$ cat config.mk
export PLATFORM = sky130hd
export DESIGN_NAME = bus_arbiter_2m_flat
export DESIGN_NICKNAME = d
export VERILOG_FILES = /design/src/rtl/bus_arb_pkg.sv /design/src/rtl/bus_arbiter_2m_if.sv /design/src/rtl/bus_master_mux.sv /design/src/rtl/bus_arbiter_2m.sv /design/src/flat_wrapper.sv
export SDC_FILE = /design/constraint.sdc
export NUM_CORES = 1
export LEC_CHECK = 0
export BUFFER_PORTS_ARGS = -buffer_cell sky130_fd_sc_hd__clkbuf_2
export CORE_AREA = 3 3 173 175
export CTS_BUF_LIST = sky130_fd_sc_hd__clkbuf_8
export DETAILED_ROUTE_END_ITERATION = 12
export DIE_AREA = 0 0 176 178
export GPL_TIMING_DRIVEN = 0
export MAX_ROUTING_LAYER = met4
export PLACE_DENSITY_LB_ADDON = 0.25
export SYNTH_ARGS = -nofsm -noshare
export SYNTH_HDL_FRONTEND = slang
export SYNTH_SLANG_ARGS = --single-unit
$ cat constraint.sdc
create_clock -name clk -period 2.5 [get_ports clk]
set_input_delay 0.125 -clock clk [delete_from_list [all_inputs] [get_ports clk]]
set_output_delay 0.125 -clock clk [all_outputs]
set_load 0.01 [all_outputs]
$ cat src/rtl/bus_arb_pkg.sv
// rtl/bus_arb_pkg.sv - shared state encoding and default widths for the two-master bus arbiter
package bus_arb_pkg;

  typedef enum logic [1:0] {
    IDLE = 2'b00,
    G0   = 2'b01,
    G1   = 2'b10
  } arb_state_t;

  localparam int DEF_ADDR_W = 16;
  localparam int DEF_DATA_W = 64;

endpackage

$ cat src/rtl/bus_arbiter_2m_if.sv
// rtl/bus_arbiter_2m_if.sv - master-side and bus-side signal bundle of the two-master arbiter
interface bus_arbiter_2m_if #(
  parameter int ADDR_W = bus_arb_pkg::DEF_ADDR_W,
  parameter int DATA_W = bus_arb_pkg::DEF_DATA_W
);
  logic              m0_req;
  logic              m0_wr;
  logic [ADDR_W-1:0] m0_addr;
  logic [DATA_W-1:0] m0_dout;
  logic              m0_grant;
  logic [DATA_W-1:0] m0_din;

  logic              m1_req;
  logic              m1_wr;
  logic [ADDR_W-1:0] m1_addr;
  logic [DATA_W-1:0] m1_dout;
  logic              m1_grant;
  logic [DATA_W-1:0] m1_din;

  logic              b_req;
  logic              b_wr;
  logic [ADDR_W-1:0] b_addr;
  logic [DATA_W-1:0] b_dout;
  logic [DATA_W-1:0] b_din;

  // Arbiter side.
  modport slave (
    input  m0_req, m0_wr, m0_addr, m0_dout,
    input  m1_req, m1_wr, m1_addr, m1_dout,
    input  b_din,
    output m0_grant, m0_din, m1_grant, m1_din,
    output b_req, b_wr, b_addr, b_dout
  );

  // Masters plus the bus model, as seen from outside the arbiter.
  modport master (
    output m0_req, m0_wr, m0_addr, m0_dout,
    output m1_req, m1_wr, m1_addr, m1_dout,
    output b_din,
    input  m0_grant, m0_din, m1_grant, m1_din,
    input  b_req, b_wr, b_addr, b_dout
  );
endinterface

$ cat src/rtl/bus_master_mux.sv
// rtl/bus_master_mux.sv - selects the granted master's wr/addr/dout onto the bus, zero when idle
module bus_master_mux
  import bus_arb_pkg::*;
#(
  parameter int ADDR_W = DEF_ADDR_W,
  parameter int DATA_W = DEF_DATA_W
) (
  input  arb_state_t        state,
  input  logic              m0_wr,
  input  logic [ADDR_W-1:0] m0_addr,
  input  logic [DATA_W-1:0] m0_dout,
  input  logic              m1_wr,
  input  logic [ADDR_W-1:0] m1_addr,
  input  logic [DATA_W-1:0] m1_dout,
  output logic              b_wr,
  output logic [ADDR_W-1:0] b_addr,
  output logic [DATA_W-1:0] b_dout
);

  always_comb begin
    b_wr   = 1'b0;
    b_addr = '0;
    b_dout = '0;
    case (state)
      G0: begin
        b_wr   = m0_wr;
        b_addr = m0_addr;
        b_dout = m0_dout;
      end
      G1: begin
        b_wr   = m1_wr;
        b_addr = m1_addr;
        b_dout = m1_dout;
      end
      default: ;
    endcase
  end

endmodule

$ cat src/rtl/bus_arbiter_2m.sv
// rtl/bus_arbiter_2m.sv - two-master arbiter with bounded tenure; BUS_ARB_RR_EN selects round-robin tie-break
module bus_arbiter_2m
  import bus_arb_pkg::*;
#(
  parameter int MAX_TENURE = 16,
  parameter int ADDR_W     = DEF_ADDR_W,
  parameter int DATA_W     = DEF_DATA_W
) (
  input logic             clk,
  input logic             reset_n,
  bus_arbiter_2m_if.slave bus
);

  localparam int TW = $clog2(MAX_TENURE);
  localparam logic [TW-1:0] TEN_LAST = TW'(MAX_TENURE - 1);

  arb_state_t    state, state_next;
  logic [TW-1:0] tenure, tenure_next;
  arb_state_t    tie_pick;

`ifdef BUS_ARB_RR_EN
  // 1 means master 1 held the bus most recently.
  logic last_grant;

  always_ff @(posedge clk) begin
    if (!reset_n) begin
      last_grant <= 1'b1;
    end else if (state_next == G0 && state != G0) begin
      last_grant <= 1'b0;
    end else if (state_next == G1 && state != G1) begin
      last_grant <= 1'b1;
    end
  end

  assign tie_pick = last_grant ? G0 : G1;
`else
  assign tie_pick = G0;
`endif

  always_comb begin
    state_next = state;
    case (state)
      IDLE: begin
        if (bus.m0_req && bus.m1_req) state_next = tie_pick;
        else if (bus.m0_req)          state_next = G0;
        else if (bus.m1_req)          state_next = G1;
      end
      G0: begin
        if (!bus.m0_req)                          state_next = bus.m1_req ? G1 : IDLE;
        else if (bus.m1_req && tenure == TEN_LAST) state_next = G1;
      end
      G1: begin
        if (!bus.m1_req)                          state_next = bus.m0_req ? G0 : IDLE;
        else if (bus.m0_req && tenure == TEN_LAST) state_next = G0;
      end
      default: state_next = IDLE;
    endcase
  end

  // Tenure only advances while the other master is actually waiting.
  always_comb begin
    tenure_next = tenure;
    if (state_next != state || state_next == IDLE) begin
      tenure_next = '0;
    end else if ((state == G0 && bus.m1_req) || (state == G1 && bus.m0_req)) begin
      tenure_next = tenure + 1'b1;
    end
  end

  always_ff @(posedge clk) begin
    if (!reset_n) begin
      state  <= IDLE;
      tenure <= '0;
    end else begin
      state  <= state_next;
      tenure <= tenure_next;
    end
  end

  assign bus.m0_grant = (state == G0);
  assign bus.m1_grant = (state == G1);
  assign bus.b_req    = (state != IDLE);
  assign bus.m0_din   = (state == G0) ? bus.b_din : '0;
  assign bus.m1_din   = (state == G1) ? bus.b_din : '0;

  bus_master_mux #(
    .ADDR_W(ADDR_W),
    .DATA_W(DATA_W)
  ) u_mux (
    .state  (state),
    .m0_wr  (bus.m0_wr),
    .m0_addr(bus.m0_addr),
    .m0_dout(bus.m0_dout),
    .m1_wr  (bus.m1_wr),
    .m1_addr(bus.m1_addr),
    .m1_dout(bus.m1_dout),
    .b_wr   (bus.b_wr),
    .b_addr (bus.b_addr),
    .b_dout (bus.b_dout)
  );

endmodule

$ cat src/flat_wrapper.sv
// flat-port wrapper written by rule: the top's interface ports become plain ports
module bus_arbiter_2m_flat import bus_arb_pkg::*;
#(
  parameter int MAX_TENURE = 16,
  parameter int ADDR_W     = DEF_ADDR_W,
  parameter int DATA_W     = DEF_DATA_W
)
  (clk, reset_n, bus_m0_req, bus_m0_wr, bus_m0_addr, bus_m0_dout, bus_m1_req, bus_m1_wr, bus_m1_addr, bus_m1_dout, bus_b_din, bus_m0_grant, bus_m0_din, bus_m1_grant, bus_m1_din, bus_b_req, bus_b_wr, bus_b_addr, bus_b_dout);
  bus_arbiter_2m_if #(.ADDR_W(ADDR_W), .DATA_W(DATA_W)) bus_i ();
  input logic clk;
  input logic reset_n;
  input wire logic [$bits(bus_i.m0_req)-1:0] bus_m0_req;
  input wire logic [$bits(bus_i.m0_wr)-1:0] bus_m0_wr;
  input wire logic [$bits(bus_i.m0_addr)-1:0] bus_m0_addr;
  input wire logic [$bits(bus_i.m0_dout)-1:0] bus_m0_dout;
  input wire logic [$bits(bus_i.m1_req)-1:0] bus_m1_req;
  input wire logic [$bits(bus_i.m1_wr)-1:0] bus_m1_wr;
  input wire logic [$bits(bus_i.m1_addr)-1:0] bus_m1_addr;
  input wire logic [$bits(bus_i.m1_dout)-1:0] bus_m1_dout;
  input wire logic [$bits(bus_i.b_din)-1:0] bus_b_din;
  output wire logic [$bits(bus_i.m0_grant)-1:0] bus_m0_grant;
  output wire logic [$bits(bus_i.m0_din)-1:0] bus_m0_din;
  output wire logic [$bits(bus_i.m1_grant)-1:0] bus_m1_grant;
  output wire logic [$bits(bus_i.m1_din)-1:0] bus_m1_din;
  output wire logic [$bits(bus_i.b_req)-1:0] bus_b_req;
  output wire logic [$bits(bus_i.b_wr)-1:0] bus_b_wr;
  output wire logic [$bits(bus_i.b_addr)-1:0] bus_b_addr;
  output wire logic [$bits(bus_i.b_dout)-1:0] bus_b_dout;
  assign bus_i.m0_req = bus_m0_req;
  assign bus_i.m0_wr = bus_m0_wr;
  assign bus_i.m0_addr = bus_m0_addr;
  assign bus_i.m0_dout = bus_m0_dout;
  assign bus_i.m1_req = bus_m1_req;
  assign bus_i.m1_wr = bus_m1_wr;
  assign bus_i.m1_addr = bus_m1_addr;
  assign bus_i.m1_dout = bus_m1_dout;
  assign bus_i.b_din = bus_b_din;
  assign bus_m0_grant = bus_i.m0_grant;
  assign bus_m0_din = bus_i.m0_din;
  assign bus_m1_grant = bus_i.m1_grant;
  assign bus_m1_din = bus_i.m1_din;
  assign bus_b_req = bus_i.b_req;
  assign bus_b_wr = bus_i.b_wr;
  assign bus_b_addr = bus_i.b_addr;
  assign bus_b_dout = bus_i.b_dout;
  bus_arbiter_2m #(.MAX_TENURE(MAX_TENURE), .ADDR_W(ADDR_W), .DATA_W(DATA_W)) u_core (.clk(clk), .reset_n(reset_n), .bus(bus_i));
endmodule
==> results.yml, run 1 <==
status:
  status: "complete, no violations"
route:
  dr.pass1.iters: 4
  via_per_inst: 3.70
  drc_errors: 0
  vias: 4510
  drt_iter0_markers: 159
  wire_per_inst_um: 16.4
  postRouteAntennaNets: 0
  routed_wl_um: 20000
setup_path:
  slowest_delay_ns: 0.48
  critical_path_required_ns: 2.38
  end_kind: "output pin"
  worstPathArrival_ns: 2.25
  worst-setup-path-type: "flip-flop to output pin"
  crit_fanout: 10
  cp-start-kind: "flip-flop"
  cpLargestDelayFamily: "buffers and inverters"
  slowest_stage: "dfxtp_1"
  ff2ff_path_depth: 7
  crit_buf_inv: 3
  worstPathCellList: "ha_1 -> clkbuf_8 -> clkbuf_4 -> a22oi_1 -> nor2b_1 -> clkbuf_2"
  path_depth: 6
sta:
  finalWorstSetupSlack_ns: 0.123
  grt_setup_unrepaired: "yes"
  fin_crit_ns: 2.38
  setup_viol: 0
  worst_pin_slew_ns: 0.492
  skew_ns: 0.00558
  maxSlewViolCount: 0
  slew_headroom_pct: 67.2
  hold_viol_final: 0
  fmax_ghz: 0.421
  period_share_pct: 95.1
cells_and_area:
  post-route-util_pct: 18.7
  fillerInstances: 3338
  final_nets: 1071
  drive_gt1_share_pct: 57.1
  syn2layout_area_growth_pct: 108
die:
  row_count: 62
  initial_core_util_pct: 8.99
  die-height_um: 178
  io_pins: 442
  chipWidth_um: 176
  core_um2: 28600
  die-area_um2: 31300
grt:
  grt_pass1_wl_um: 27200
  grt_max_degree: 11
  grt_pass1_vias: 4416
  track_usage_pct: 11.7
  gr-total-overflow: 0
  antenna_found_initial: 1
pwr:
  total_power_mw: 1.40
  p_sw_share_pct: 48.7
  power_density_nw_per_um2: 261
  p_int_mw: 0.716
  p_leak_nw: 2.85
  p_sw_mw: 0.681
  peakVddDrop_v: 0.0000869
  comb_power_share_pct: 81.4
  pwr-share-clk_pct: 10.8
  power_frac_seq_pct: 7.7
clock_tree:
  cts_tree: "done"
  cts_root_buf: "clkbuf_8"
  clock-sinks: 6
  clk_latency_ns: 0.23
  cts_inserted_buffers: 3
  clockBufferDepth: 2
  ctsHoldBuffers: 0
  path_clk_slew_ns: 0.04
  htreeDepth: 1
yosys:
  synth_nets: 628
  synthDistinctLibCells: 32
  yosys_register_bits: 6
  synth.avg_cell_area_um2: 6.55
  ys_seq_area_share_pct: 4.67
  syn_inst: 393
  synth_area_um2: 2570
  ys_warn_count: 0
job:
  max_cap_violations: 0
place:
  io_buffers: 439
  gp_congestion: 0.821
  dp_hpwl_um: 17600
  dp_slack_ns: -0.752
hold_path:
  hp-class: "primary input to flip-flop"
  hold_depth: 4
==> cells in the mapped netlist, drive strengths merged <==
master / count / area [um^2]
xnor2: 1 / 8.76
clkbuf: 38 / 143
o221ai: 1 / 8.76
nor2: 6 / 22.5
a22oi: 82 / 616
a211o: 1 / 8.76
a21o: 1 / 7.51
ha: 5 / 62.6
dfxtp: 6 / 120
nor2b: 83 / 519
mux2i: 1 / 10.0
nand2: 7 / 26.3
nand3: 3 / 15.0
mux2: 1 / 11.3
nor3: 3 / 15.0
xor2: 2 / 17.5
nand4: 2 / 12.5
buf: 5 / 36.3
o41ai: 1 / 8.76
inv: 5 / 18.8
o22ai: 1 / 6.26
a21oi: 3 / 18.8
nor4: 1 / 6.26
o32a: 1 / 10.0
and2: 129 / 807
o32ai: 1 / 16.3
and3: 2 / 12.5
a211oi: 1 / 7.51
==> area by class of cell <==
| class | instances | area [um^2] | share of cell area (%) |
|---|---|---|---|
| Tap cell | 384 | 480 | 8.98 |
| Clock buffer | 3 | 41.3 | 0.772 |
| Sequential cell | 6 | 121 | 2.27 |
| Multi-Input combinational cell | 339 | 2260 | 42.3 |
| Buffer | 42 | 224 | 4.19 |
| Antenna cell | 2 | 5.00 | 0.0936 |
| Timing Repair Buffer | 439 | 2200 | 41.1 |
| Inverter | 5 | 18.8 | 0.351 |
==> registers in the layout, summed over array words and instances (netlist names) <==
signal,count
u_core.state,2
u_core.tenure,4
==> cell families after synthesis <==
family | Yosys count | share of synthesized area, %
buf+inv | 48 | 7.68
simple gates | 236 | 55.8
fa+ha+maj | 5 | 2.43
compound gates | 93 | 27.5
mux | 2 | 0.827
xor+xnor | 3 | 1.02
flops | 6 | 4.67
==> what timing repair did <==
action,4_1_cts,5_1_grt
buffers inserted,0,0
setup endpoints to repair,209,96
gates resized for setup,21,23
==> path summary, 6_finish.rpt <==
kind	start	endpoint	slack (ns)
setup / recovery	u_core.state[0]	bus_b_dout[55]	0.12
hold / removal	bus_m0_req	u_core.tenure[1]	0.28
hold reg to reg	u_core.tenure[1]	u_core.tenure[1]	0.49
setup reg to reg	u_core.state[0]	u_core.tenure[3]	0.49
==> worst min-delay path: cells and delay by family <==
kind / cells / cell delay, ns
buffers and inverters: 1 / 0.11
AND/OR/NAND/NOR: 2 / 0.18
AO/OA/AOI/OAI: 1 / 0.05
==> through the flow <==
step                setup TNS, ns  instance area [um^2]  instances  hold slack [ns]
floorplan                       0                  2570        393            0.394
global placement           -55.96                  5250       1216            0.487
detailed placement         -52.94                  5250       1216            0.487
CTS                             0                  5330       1218            0.282
global route              -0.0387                  5350       1219            0.311
finish                          0                  5350       1220            0.283
==> per-layer routing <==
layer	global-route usage (%)	routed length [um]	vias up
li1	-	-	2227
met1	14.2	8180	2021
met2	21.4	10200	254
met3	1.60	1430	8
met4	1.06	158	0
met5	-	0	-
==> cell usage in the layout (no fill, tap or decap), drive strengths merged, types with 3 or more instances in the layout <==
cell type  synthesis  final
a21oi              3      3
a22oi             82     82
and2             129    129
buf                5      5
clkbuf            38    479
dfxtp              6      6
ha                 5      5
inv                5      5
nand2              7      7
nand3              3      3
nor2               6      6
nor2b             83     83
nor3               3      3
==> power by group through the flow <==
| stage | registers (mW) | clock network [mW] | logic [mW] |
|---|---|---|---|
| finish | 0.108 | 0.151 | 1.14 |
| global route | 0.109 | 0.162 | 1.25 |
| CTS | 0.108 | 0.154 | 1.16 |
| detailed placement | 0.109 | 0 | 1.14 |
| global placement | 0.109 | 0 | 1.14 |
| floorplan | 0.106 | 0 | 0.559 |
Power figures use the tool's default switching activity.
==> run 2: changes to the inputs <==
==> constraint.sdc (replaced) <==
create_clock -name clk -period 2.5 [get_ports clk]
set_input_delay 0.125 -clock clk [delete_from_list [all_inputs] [get_ports clk]]
set_output_delay 0.125 -clock clk [all_outputs]
set_load 0.05 [all_outputs]
==> run 2 against run 1 <==
  * Largest power group unchanged
  * Die area unchanged
  * Register-to-register slack gained 0.06 ns
  * Sequential power about the same
==> results.yml, run 2 (synthesis results as in run 1) <==
cells_and_area:
  largest_register: "u_core.tenure"
  final_cell_mix: "clkbuf_2, and2_1, a22oi_1"
  largest_registers: "u_core.tenure: 4 flops, u_core.state: 2 flops"
  fin_area_um2: 5560
  diodes: 0
  largest_reg_flops: 4
  fillerInstances: 3289
  final_common_cell: "clkbuf_2"
  syn2layout_area_growth_pct: 116
  multi_input_area_um2: 2450
  seq_area_um2: 121
  final_nets: 1071
  drive_gt1_share_pct: 67.4
  post-route-util_pct: 19.4
clock_tree:
  cts_tree: "done"
  htreeDepth: 1
  path_clk_slew_ns: 0.03
  cts_root_buf: "clkbuf_8"
  clk_latency_ns: 0.22
  clock-sinks: 6
  cts_setup_buffers: 0
  cts_inserted_buffers: 3
  clockBufferDepth: 2
sta:
  slew_headroom_pct: 75.1
  period_share_pct: 96.1
  fin_setup_tns_ns: 0
  fmax_ghz: 0.416
  worst_pin_slew_ns: 0.374
  setup_viol: 0
  fin_crit_ns: 2.40
  skew_ns: 0.00149
  hold_viol_final: 0
  maxSlewViolCount: 0
  grt_setup_unrepaired: "no"
route:
  drc_errors: 0
  dr.pass1.iters: 4
  drt_iter0_markers: 147
  postRouteAntennaNets: 0
  vias: 4574
  routed_wl_um: 19300
  wire_per_inst_um: 15.9
  via_per_inst: 3.76
pwr:
  total_power_mw: 2.02
  power_density_nw_per_um2: 363
  peakVddDrop_v: 0.000171
  p_leak_nw: 2.91
status:
  status: "complete, no violations"
hold_path:
  hold_depth: 4
  hp-class: "primary input to flip-flop"
die:
  io_pins: 442
  row_count: 62
  initial_core_util_pct: 8.99
  chipWidth_um: 176
  die-area_um2: 31300
  die-height_um: 178
  core_um2: 28600
place:
  placed_area_um2: 5440
  gp_congestion: 0.761
  io_buffers: 439
  dp_hpwl_um: 17200
setup_path:
  cp-start-kind: "flip-flop"
  end_kind: "output pin"
  critical_path_required_ns: 2.38
  ff2ff_path_depth: 7
  r2r_setup_slack_ns: 0.55
  crit_fanout: 10
  worstPathArrival_ns: 2.28
  worst-setup-path-type: "flip-flop to output pin"
grt:
  grt_pass1_vias: 4362
  grt_pass1_wl_um: 26400
  track_usage_pct: 11.3
  grt_max_degree: 11
  gr-total-overflow: 0
  antenna_found_initial: 0
job:
  max_cap_violations: 0
-- run 2: cell types whose count changed in the layout (fill, tap and decap cells not counted), sizes merged --
cell,change
clkbuf,-2
buf,+2
diode,-2
-- run 2: final timing paths --
| kind | endpoint | start |
|---|---|---|
| worst max-delay path | bus_m1_din[13] | u_core.state[0] |
| worst min-delay path | u_core.tenure[1] | bus_m0_req |
| worst max register to register | u_core.tenure[2] | u_core.state[0] |
| worst min register to register | u_core.tenure[1] | u_core.tenure[1] |
-- run 2: what timing repair did --
item | in CTS | in global routing
resized for setup | 36 | 24
endpoints found under the setup margin | 209 | 90
hold buffers | 0 | 0
-- run 2: layout make-up --
type                            instances  area share, %
Clock buffer                            3          0.743
Tap cell                              384           8.64
Multi-Input combinational cell        339           44.1
Inverter                                5          0.338
Sequential cell                         6           2.18
Buffer                                 42           4.30
Timing Repair Buffer                  439           39.6
-- run 2: power breakdown --
| part | switching [mW] | leakage [nW] | internal, mW |
|---|---|---|---|
| Combinational | 1.21 | 2.84 | 0.557 |
| Clock | 0.0399 | 0.0216 | 0.103 |
| Sequential | 0.00772 | 0.0491 | 0.100 |
-- run 2: worst max-delay path, cell delays in order, from the launching register on --
cell,delay [ns]
dfxtp_1,0.38
inv_1,0.14
ha_2,0.27
buf_4,0.25
buf_4,0.24
clkbuf_2,0.26
and2_1,0.21
clkbuf_2,0.29
-- run 2: per-stage QoR --
step / worst slack, ns / instances / hold slack (ns)
3_3_place_gp: -0.812 / 1216 / 0.492
6_report: 0.0987 / 1218 / 0.279
2_1_floorplan: 0.0486 / 393 / 0.426
3_5_place_dp: -0.869 / 1216 / 0.493
5_1_grt: 0.00316 / 1218 / 0.316
4_1_cts: 0.00859 / 1218 / 0.279
-- run 2: per-layer routing --
| metal | GRT usage, % | share of wire, % | up-vias |
|---|---|---|---|
| li1 | - | - | 2236 |
| met1 | 12.8 | 38 | 2030 |
| met2 | 21.2 | 52 | 290 |
| met3 | 1.66 | 7.1 | 18 |
| met4 | 2.24 | 2.3 | 0 |
| met5 | - | 0 | - |
==> run 3: changes to the inputs <==
==> constraint.sdc (replaced) <==
create_clock -name clk -period 2.5 [get_ports clk]
set_input_delay 0.625 -clock clk [delete_from_list [all_inputs] [get_ports clk]]
set_output_delay 0.625 -clock clk [all_outputs]
set_load 0.05 [all_outputs]
==> run 3 against run 2 <==
  * Fmax fell by 1.6%
  * Cell area rose by 25%
  * Sequential share of layout area fell by 0.35 points
  * Sequential power barely moved
  * Largest cell class unchanged
  * Highest routed layer unchanged
==> results.yml, run 3 (synthesis results as in run 1) <==
sta:
  hold_viol_final: 0
  period_share_pct: 97.7
  slew_headroom_pct: 79.3
  fmax_ghz: 0.410
  holdWs_ns: 0.503
  skew_ns: 0.00218
  grt_setup_unrepaired: "yes"
  fin_setup_tns_ns: 0
  fin_crit_ns: 2.44
  worst_pin_slew_ns: 0.311
  maxSlewViolCount: 0
  setup_viol: 0
grt:
  gr-total-overflow: 0
  grt_pass1_vias: 4518
  antenna_found_initial: 1
  grt_pass1_wl_um: 26900
  grt_max_degree: 12
  track_usage_pct: 11.3
cells_and_area:
  diodes: 0
  drive_gt1_share_pct: 87.8
  post-route-util_pct: 24.4
  largest_register: "u_core.tenure"
  final_cell_mix: "clkbuf_2, clkbuf_4, and2_2"
  final_nets: 1082
  fillerInstances: 3184
  final_common_cell: "clkbuf_2"
  largest_reg_flops: 4
  largest_registers: "u_core.tenure: 4 flops, u_core.state: 2 flops"
  stdcell_count: 1229
  syn2layout_area_growth_pct: 171
setup_path:
  r2r-start: "u_core.state[1]"
  cpLargestDelayFamily: "buffers and inverters"
  slowest_delay_ns: 0.40
  end_kind: "output pin"
  critical_path_required_ns: 1.88
  crit_fanout: 10
  cp-start-kind: "flip-flop"
  crit_buf_inv: 4
  slowest_stage: "dfxtp_4"
  worstPathCellList: "inv_2 -> ha_4 -> buf_4 -> clkbuf_4 -> a22oi_1 -> nor2b_4 -> clkbuf_2"
  worst-setup-path-type: "flip-flop to output pin"
  r2r_setup_slack_ns: 0.45
  path_depth: 7
  worstPathArrival_ns: 1.82
  ff2ff_path_depth: 9
  worstReg2RegEnd: "u_core.tenure[0]"
  cp-startpoint: "u_core.state[0]"
place:
  gp_congestion: 0.789
  io_buffers: 439
  dp_hpwl_um: 16300
  dp_cells: 1216
clock_tree:
  path_clk_slew_ns: 0.04
  clock-sinks: 6
  clk_latency_ns: 0.23
  cts_inserted_buffers: 3
  cts_root_buf: "clkbuf_8"
  clockBufferDepth: 2
  htreeDepth: 1
  cts_tree: "done"
  ctsHoldBuffers: 0
hold_path:
  holdCritStartpoint: "u_core.tenure[1]"
  hold_end: "u_core.tenure[1]"
  hp-class: "flip-flop to flip-flop"
  hold_depth: 2
route:
  routed_wl_um: 19300
  vias: 4582
  drt_iter0_markers: 165
  via_per_inst: 3.73
  dr.pass1.iters: 4
  drc_errors: 0
  wire_per_inst_um: 15.7
  postRouteAntennaNets: 0
die:
  chipWidth_um: 176
  row_count: 62
  core_um2: 28600
  die-area_um2: 31300
  initial_core_util_pct: 8.99
  die-height_um: 178
  io_pins: 442
pwr:
  power_density_nw_per_um2: 351
  peakVddDrop_v: 0.000158
  p_leak_nw: 3.35
job:
  max_cap_violations: 0
status:
  status: "complete, no violations"
## run 3: changes by cell type in the layout (fill, tap and decap cells not counted), sizes merged
cell / delta
inv: -1
clkbuf: -57
buf: +68
clkinvlp: +1
## run 3: worst reg2reg max path: cells and delay by family, from the launching register on
| kind | cells | cell delay, ns |
|---|---|---|
| AOI/OAI and AO/OA | 3 | 0.69 |
| adders and majority gates | 1 | 0.23 |
| buffers and inverters | 3 | 0.43 |
| DFF | 1 | 0.36 |
| and+or+nand+nor | 2 | 0.27 |
## run 3: worst max-delay path by stage
stage | end | slack, ns
floorplan | bus_b_addr[0] | -0.07
global placement | bus_b_dout[54] | -1.03
detailed placement | bus_b_dout[54] | -1.10
CTS | bus_b_dout[33] | -0.08
global route | bus_b_addr[7] | -0.03
finish | bus_b_dout[18] | 0.06
## run 3: stage by stage
stage | power [mW] | cell area (um^2) | setup WS, ns
finish | 2.45 | 6980 | 0.0585
CTS | 2.40 | 6600 | -0.0791
detailed placement | 2.07 | 5980 | -1.10
global route | 2.59 | 6980 | -0.0328
global placement | 2.07 | 5980 | -1.03
floorplan | 1.51 | 3310 | -0.0658
## run 3: routing by layer
metal | vias to the layer above | part of all wire (%) | global-route usage (%)
met5 | - | 0 | -
met4 | 0 | 0.44 | 0.693
met3 | 8 | 4.7 | 1.06
met2 | 202 | 53 | 20.6
met1 | 2118 | 42 | 14.3
li1 | 2254 | - | -
## run 3: where the power goes
| part | internal (mW) | switching, mW | total [mW] |
|---|---|---|---|
| Clock | 0.104 | 0.0453 | 0.149 |
| Sequential | 0.100 | 0.00745 | 0.108 |
| Combinational | 0.863 | 1.33 | 2.19 |
## run 3: what timing repair did
item | 4_1_cts | 5_1_grt
gates resized for setup | 154 | 281
setup buffers | 16 | 0
pin swaps | 4 | 8
setup endpoints to repair | 209 | 183
## run 3: final cells by class
class / count / area, um^2 / share of cell area, %
Sequential cell: 6 / 128 / 1.83
Buffer: 37 / 298 / 4.27
Multi-Input combinational cell: 339 / 3280 / 47.0
Clock buffer: 3 / 41.3 / 0.592
Tap cell: 384 / 480 / 6.89
Inverter: 5 / 22.5 / 0.323
Timing Repair Buffer: 455 / 2730 / 39.1
